File: src/rtl/stream_fifo_ram_ctrl_if.sv
// ---------------------------------------------------------------------------
// stream_fifo_ram_ctrl_if
// Bundles the signals of stream_fifo_ram_ctrl that cross to other blocks:
//   push side : push_valid, push_ready, push_payload
//   pop side  : pop_valid, pop_ready, pop_payload, occupancy
//   RAM side  : ram_wr_en, ram_wr_addr, ram_wr_data, ram_rd_addr, ram_rd_data
// Modports:
//   slave  - the FIFO controller
//   master - the surroundings (producer, consumer and RAM macro)
// ---------------------------------------------------------------------------
interface stream_fifo_ram_ctrl_if #(
  parameter int DEPTH_LOG2 = 4,
  parameter int WIDTH      = 32
);
  logic                  push_valid;
  logic                  push_ready;
  logic [WIDTH-1:0]      push_payload;
  logic                  pop_valid;
  logic                  pop_ready;
  logic [WIDTH-1:0]      pop_payload;
  logic [DEPTH_LOG2:0]   occupancy;
  logic                  ram_wr_en;
  logic [DEPTH_LOG2-1:0] ram_wr_addr;
  logic [WIDTH-1:0]      ram_wr_data;
  logic [DEPTH_LOG2-1:0] ram_rd_addr;
  logic [WIDTH-1:0]      ram_rd_data;

  modport slave (
    input  push_valid, push_payload, pop_ready, ram_rd_data,
    output push_ready, pop_valid, pop_payload, occupancy,
           ram_wr_en, ram_wr_addr, ram_wr_data, ram_rd_addr
  );

  modport master (
    output push_valid, push_payload, pop_ready, ram_rd_data,
    input  push_ready, pop_valid, pop_payload, occupancy,
           ram_wr_en, ram_wr_addr, ram_wr_data, ram_rd_addr
  );
endinterface

File: src/rtl/stream_fifo_ram_ctrl.sv
// ---------------------------------------------------------------------------
// stream_fifo_ram_ctrl
// Valid/ready stream FIFO controller for an external RAM of 2**DEPTH_LOG2
// words with one synchronous write port and one asynchronous read port.
// Owns the write/read pointers, occupancy and the pop-side presentation.
//
// Ports:
//   clk     - single clock, all state on the rising edge
//   resetn  - synchronous active-low reset
//   flush   - synchronous clear of all contents
//   bus     - stream_fifo_ram_ctrl_if.slave (push, pop, occupancy, RAM ports)
//
// Optional feature macro: FIFO_POP_REG_EN
//   defined   : registered output stage (data + valid), capacity 2**DEPTH_LOG2+1
//   undefined : pop taken straight from the RAM read port, capacity 2**DEPTH_LOG2
// ---------------------------------------------------------------------------
module stream_fifo_ram_ctrl #(
  parameter int DEPTH_LOG2 = 4,
  parameter int WIDTH      = 32
) (
  input  logic                   clk,
  input  logic                   resetn,
  input  logic                   flush,
  stream_fifo_ram_ctrl_if.slave  bus
);

  localparam int unsigned DEPTH = 1 << DEPTH_LOG2;

  typedef logic [DEPTH_LOG2:0] ptr_t;

  ptr_t r_wr_ptr;
  ptr_t r_rd_ptr;
  logic r_push_ready;

  ptr_t w_ram_cnt;
  ptr_t w_ram_cnt_nxt;
  logic w_ram_empty;
  logic w_push_fire;
  logic w_pop_fire;
  logic w_rd_adv;

  // Pointers carry an extra wrap bit, so their difference is the RAM count
  // even when the low bits are equal.
  assign w_ram_cnt   = r_wr_ptr - r_rd_ptr;
  assign w_ram_empty = (r_wr_ptr == r_rd_ptr);
  assign w_push_fire = bus.push_valid && r_push_ready;

  // push_ready is registered from the count the RAM will hold next cycle, so
  // a pop while full only opens a slot one cycle later.
  assign w_ram_cnt_nxt = w_ram_cnt + ptr_t'(w_push_fire) - ptr_t'(w_rd_adv);

  assign bus.push_ready  = r_push_ready;
  assign bus.ram_wr_en   = w_push_fire;
  assign bus.ram_wr_addr = r_wr_ptr[DEPTH_LOG2-1:0];
  assign bus.ram_wr_data = bus.push_payload;
  assign bus.ram_rd_addr = r_rd_ptr[DEPTH_LOG2-1:0];

`ifdef FIFO_POP_REG_EN
  logic             r_out_vld;
  logic [WIDTH-1:0] r_out_data;

  assign w_pop_fire = r_out_vld && bus.pop_ready;
  // Refill the output stage whenever it is empty or being emptied this cycle.
  assign w_rd_adv   = !w_ram_empty && (!r_out_vld || w_pop_fire);

  always_ff @(posedge clk) begin
    if (!resetn || flush) begin
      r_out_vld <= 1'b0;
    end else if (w_rd_adv) begin
      r_out_vld <= 1'b1;
    end else if (w_pop_fire) begin
      r_out_vld <= 1'b0;
    end
  end

  // Data register is not reset; r_out_vld qualifies it.
  always_ff @(posedge clk) begin
    if (w_rd_adv) begin
      r_out_data <= bus.ram_rd_data;
    end
  end

  assign bus.pop_valid   = r_out_vld;
  assign bus.pop_payload = r_out_data;
  assign bus.occupancy   = w_ram_cnt + ptr_t'(r_out_vld);
`else
  assign w_pop_fire      = !w_ram_empty && bus.pop_ready;
  assign w_rd_adv        = w_pop_fire;
  assign bus.pop_valid   = !w_ram_empty;
  assign bus.pop_payload = bus.ram_rd_data;
  assign bus.occupancy   = w_ram_cnt;
`endif

  // Control state: pointers and push_ready. Flush behaves like reset here, so
  // a push offered in the flush cycle is written to RAM but never counted.
  always_ff @(posedge clk) begin
    if (!resetn || flush) begin
      r_wr_ptr     <= '0;
      r_rd_ptr     <= '0;
      r_push_ready <= 1'b0;
    end else begin
      if (w_push_fire) begin
        r_wr_ptr <= r_wr_ptr + ptr_t'(1);
      end
      if (w_rd_adv) begin
        r_rd_ptr <= r_rd_ptr + ptr_t'(1);
      end
      r_push_ready <= (w_ram_cnt_nxt < ptr_t'(DEPTH));
    end
  end

endmodule

File: src/flat_wrapper.sv
// flat-port wrapper written by rule: the top's interface ports become plain ports
module stream_fifo_ram_ctrl_flat 
#(
  parameter int DEPTH_LOG2 = 4,
  parameter int WIDTH      = 32
)
  (clk, resetn, flush, bus_push_valid, bus_push_payload, bus_pop_ready, bus_ram_rd_data, bus_push_ready, bus_pop_valid, bus_pop_payload, bus_occupancy, bus_ram_wr_en, bus_ram_wr_addr, bus_ram_wr_data, bus_ram_rd_addr);
  stream_fifo_ram_ctrl_if #(.DEPTH_LOG2(DEPTH_LOG2), .WIDTH(WIDTH)) bus_i ();
  input  logic clk;
  input  logic resetn;
  input  logic flush;
  input wire logic [$bits(bus_i.push_valid)-1:0] bus_push_valid;
  input wire logic [$bits(bus_i.push_payload)-1:0] bus_push_payload;
  input wire logic [$bits(bus_i.pop_ready)-1:0] bus_pop_ready;
  input wire logic [$bits(bus_i.ram_rd_data)-1:0] bus_ram_rd_data;
  output wire logic [$bits(bus_i.push_ready)-1:0] bus_push_ready;
  output wire logic [$bits(bus_i.pop_valid)-1:0] bus_pop_valid;
  output wire logic [$bits(bus_i.pop_payload)-1:0] bus_pop_payload;
  output wire logic [$bits(bus_i.occupancy)-1:0] bus_occupancy;
  output wire logic [$bits(bus_i.ram_wr_en)-1:0] bus_ram_wr_en;
  output wire logic [$bits(bus_i.ram_wr_addr)-1:0] bus_ram_wr_addr;
  output wire logic [$bits(bus_i.ram_wr_data)-1:0] bus_ram_wr_data;
  output wire logic [$bits(bus_i.ram_rd_addr)-1:0] bus_ram_rd_addr;
  assign bus_i.push_valid = bus_push_valid;
  assign bus_i.push_payload = bus_push_payload;
  assign bus_i.pop_ready = bus_pop_ready;
  assign bus_i.ram_rd_data = bus_ram_rd_data;
  assign bus_push_ready = bus_i.push_ready;
  assign bus_pop_valid = bus_i.pop_valid;
  assign bus_pop_payload = bus_i.pop_payload;
  assign bus_occupancy = bus_i.occupancy;
  assign bus_ram_wr_en = bus_i.ram_wr_en;
  assign bus_ram_wr_addr = bus_i.ram_wr_addr;
  assign bus_ram_wr_data = bus_i.ram_wr_data;
  assign bus_ram_rd_addr = bus_i.ram_rd_addr;
  stream_fifo_ram_ctrl #(.DEPTH_LOG2(DEPTH_LOG2), .WIDTH(WIDTH)) u_core (.clk(clk), .resetn(resetn), .flush(flush), .bus(bus_i));
endmodule
File: config.mk
export PLATFORM = sky130hd
export DESIGN_NAME = stream_fifo_ram_ctrl_flat
export DESIGN_NICKNAME = d
export VERILOG_FILES = /design/src/rtl/stream_fifo_ram_ctrl_if.sv /design/src/rtl/stream_fifo_ram_ctrl.sv /design/src/flat_wrapper.sv
export SDC_FILE = /design/constraint.sdc
export NUM_CORES = 1
export LEC_CHECK = 0
export CORE_MARGIN = 2
export CORE_UTILIZATION = 25
export DETAILED_ROUTE_END_ITERATION = 7
export PLACE_DENSITY = 0.88
export SLEW_MARGIN = 20
export SYNTH_ARGS = -nofsm -noshare
export SYNTH_HDL_FRONTEND = slang
export SYNTH_SLANG_ARGS = --single-unit
File: constraint.sdc
create_clock -name clk -period 2.6 [get_ports clk]
set_clock_uncertainty 0.05 [all_clocks]
set_input_delay 0.26 -clock clk [delete_from_list [all_inputs] [get_ports clk]]
set_output_delay 0.26 -clock clk [all_outputs]
set_load 0.05 [all_outputs]
==> reports/qor.yml <==
status: "completed"
worstPathCellList: "inv_1 -> ha_1 -> and4_4 -> a21boi_4 -> ha_1 -> inv_1 -> ha_1 -> a31oi_1 -> o21ai_1 -> and2b_2 -> mux2_1"
num_vias: 722
drt_iter0_drc: 14
slowest_delay_ns: 0.35
postSynth.asyncResetShare_pct: 0
yosys.cell_types.count: 27
hold_class: "in -> out"
ys_ff_latch: 11
remaining_drc_errors: 0
setup_ws_ns: 0.132
ys.flop_type: "dfxtp_1"
wl_um: 2230
fmax_ghz: 0.405
hpwl_um: 1750
cp_slowest_cell: "dfxtp_1"
cts_num_sinks: 11
root_buffer: "clkbuf_8"
final.period_utilization_pct: 94.9
synth-edff-count: 0
clock_latency_ns: 0.24
cts.clk_slew.worst_paths_ns: 0.05
die_area_um2: 5810
grt-ovfl-total: 0
ios: 149
die_w_um: 76.2
yosys_warnings: 0
grt_max_degree: 13
synth_most_common_cell: "buf_4"
wl_per_cell_um: 12.0
vias_per_cell: 3.88
gp_congestion: 0.826
synthCells: 158
final_layout_size_suffix_gt1_share_pct: 28.4
multi_input_area_um2: 559
diodes: 0
crit_top_cell: "ha_1"
fp.dieH_um: 76.2
finalNonFillerCells: 186
synth_common_cells: "buf_4, nor2_1, dfxtp_1, inv_1, ha_1"
syn_area_per_cell_um2: 8.25
syn-cell-area_um2: 1300
maxCapViolations: 0
io_buffers: 20
required_ns: 2.68
rows: 26
synth_nets: 238
cp_max_fo: 3
drtPass1Iterations: 4
coreArea_um2: 5070
hold_viol: 0
place_ws_ns: 0.0355
synth_top_area_share_pct: 41.5
fin_util_pct: 24.0
power_density_nw_per_um2: 333
grtUsageTotal_pct: 7.83
period_needed_ns: 2.47
antenna_found_initial: 0
tritoncts: "done"
arrival_ns: 2.54
power.leakage_nw: 0.492
cts_buffers: 3
initial_utilization_pct: 25.7
final_nets: 197
slew_violations: 0
path_class: "reg -> reg"
syn_to_final_growth_pct: -6.72
synthTopCellsByArea: "buf_4, dfxtp_1, ha_1, nor2_1, xnor2_1"
relSlewSlack_pct: 65.0
synth.largest_area_cell: "buf_4"
fillers: 577
htree_levels: 1
peakVddDrop_mv: 0.137
endpoint_kind: "register"
place_inst: 179
start_kind: "register"
final_antenna_net_count: 0
regArea_um2: 225
worst_pin_slew_ns: 0.524
yosysSeqAreaShare_pct: 16.9
grt_pass1_vias: 759
setup_viol: 0
cts.path.max_buffers: 2
cts-hold-fix-buffers: 0
p_total_w: 0.000404
whs_ns: 0.470
grt_pass1_wl_um: 3600
power breakdown:
| group | switching [W] | internal (W) | leakage (nW) |
|---|---|---|---|
| Sequential | 0.000000860 | 0.000169 | 0.0902 |
| Clock | 0.0000710 | 0.000108 | 0.0228 |
| Combinational | 0.0000312 | 0.0000238 | 0.379 |
| Total | 0.000103 | 0.000301 | 0.492 |
cells in the final DEF (no fill, tap or decap), types with 2 or more instances in the layout:
cell type,Yosys,routed
clkdlybuf4s50_1,0,14
a21oi_2,1,2
a21oi_1,3,2
nand2_1,5,5
dfxtp_1,11,9
clkbuf_8,0,3
nand4_1,4,4
nor2_1,14,14
buf_4,72,13
xnor2_1,6,5
inv_1,11,10
ha_1,10,9
xor2_1,4,4
worst max-delay path: cells and delay by family (launching register included):
kind | cells | cell delay [ns]
simple gates | 2 | 0.41
buf+inv | 2 | 0.11
compound gates | 3 | 0.41
fa+ha+maj | 3 | 0.73
mux | 1 | 0.29
flops | 1 | 0.35
cell families (layout without fill, tap and decap cells):
group	Yosys count	in the layout	synth area share [%]
compound gates	8	8	4.22
xor+xnor	13	13	10.5
fa+ha+maj	11	11	11.1
buf+inv	85	43	45.3
flops	11	11	16.9
mux	2	2	1.63
simple gates	28	28	10.4
routing by layer:
| layer | vias to the layer above | part of all wire [%] | global-route usage, % |
|---|---|---|---|
| li1 | 338 | - | - |
| met1 | 348 | 40 | 7.84 |
| met2 | 29 | 47 | 13.1 |
| met3 | 7 | 9.8 | 3.55 |
| met4 | 0 | 3.1 | 5.09 |
| met5 | - | 0 | 0 |
state kept, by name (all words and copies together) (netlist names):
register,flops
u_core.bus.push_ready,1
u_core.r_rd_ptr,5
u_core.r_wr_ptr,5
repair_timing:
action,in CTS,in global routing
buffers inserted,0,3
resized for setup,0,6
endpoints found under the setup margin,0,1
hold endpoints to repair,0,0
final cells by class:
| type | count | share of cell area (%) |
|---|---|---|
| Multi-Input combinational cell | 62 | 46.0 |
| Timing Repair Buffer | 28 | 21.2 |
| Sequential cell | 11 | 18.5 |
| Tap cell | 70 | 7.20 |
| Clock buffer | 4 | 3.70 |
| Inverter | 11 | 3.40 |
path summary, 6_finish.rpt:
check / end / cells past startpoint / startpoint / slack (ns)
worst max-delay path: u_core.bus.push_ready / 11 / u_core.r_rd_ptr[3] / 0.13
worst min register to register: u_core.r_rd_ptr[4] / 3 / u_core.r_rd_ptr[3] / 0.54
worst max register to register: u_core.bus.push_ready / 11 / u_core.r_rd_ptr[3] / 0.13
worst min-delay path: bus_pop_payload[10] / 0 / bus_ram_rd_data[10] / 0.47
through the flow:
step | area (um2) | setup TNS (ns)
4_1_cts | 1180 | 0
6_report | 1220 | 0
5_1_grt | 1220 | -0.00104
2_1_floorplan | 1360 | 0
3_3_place_gp | 1130 | 0
3_5_place_dp | 1130 | 0
Power figures use the tool's default switching activity.
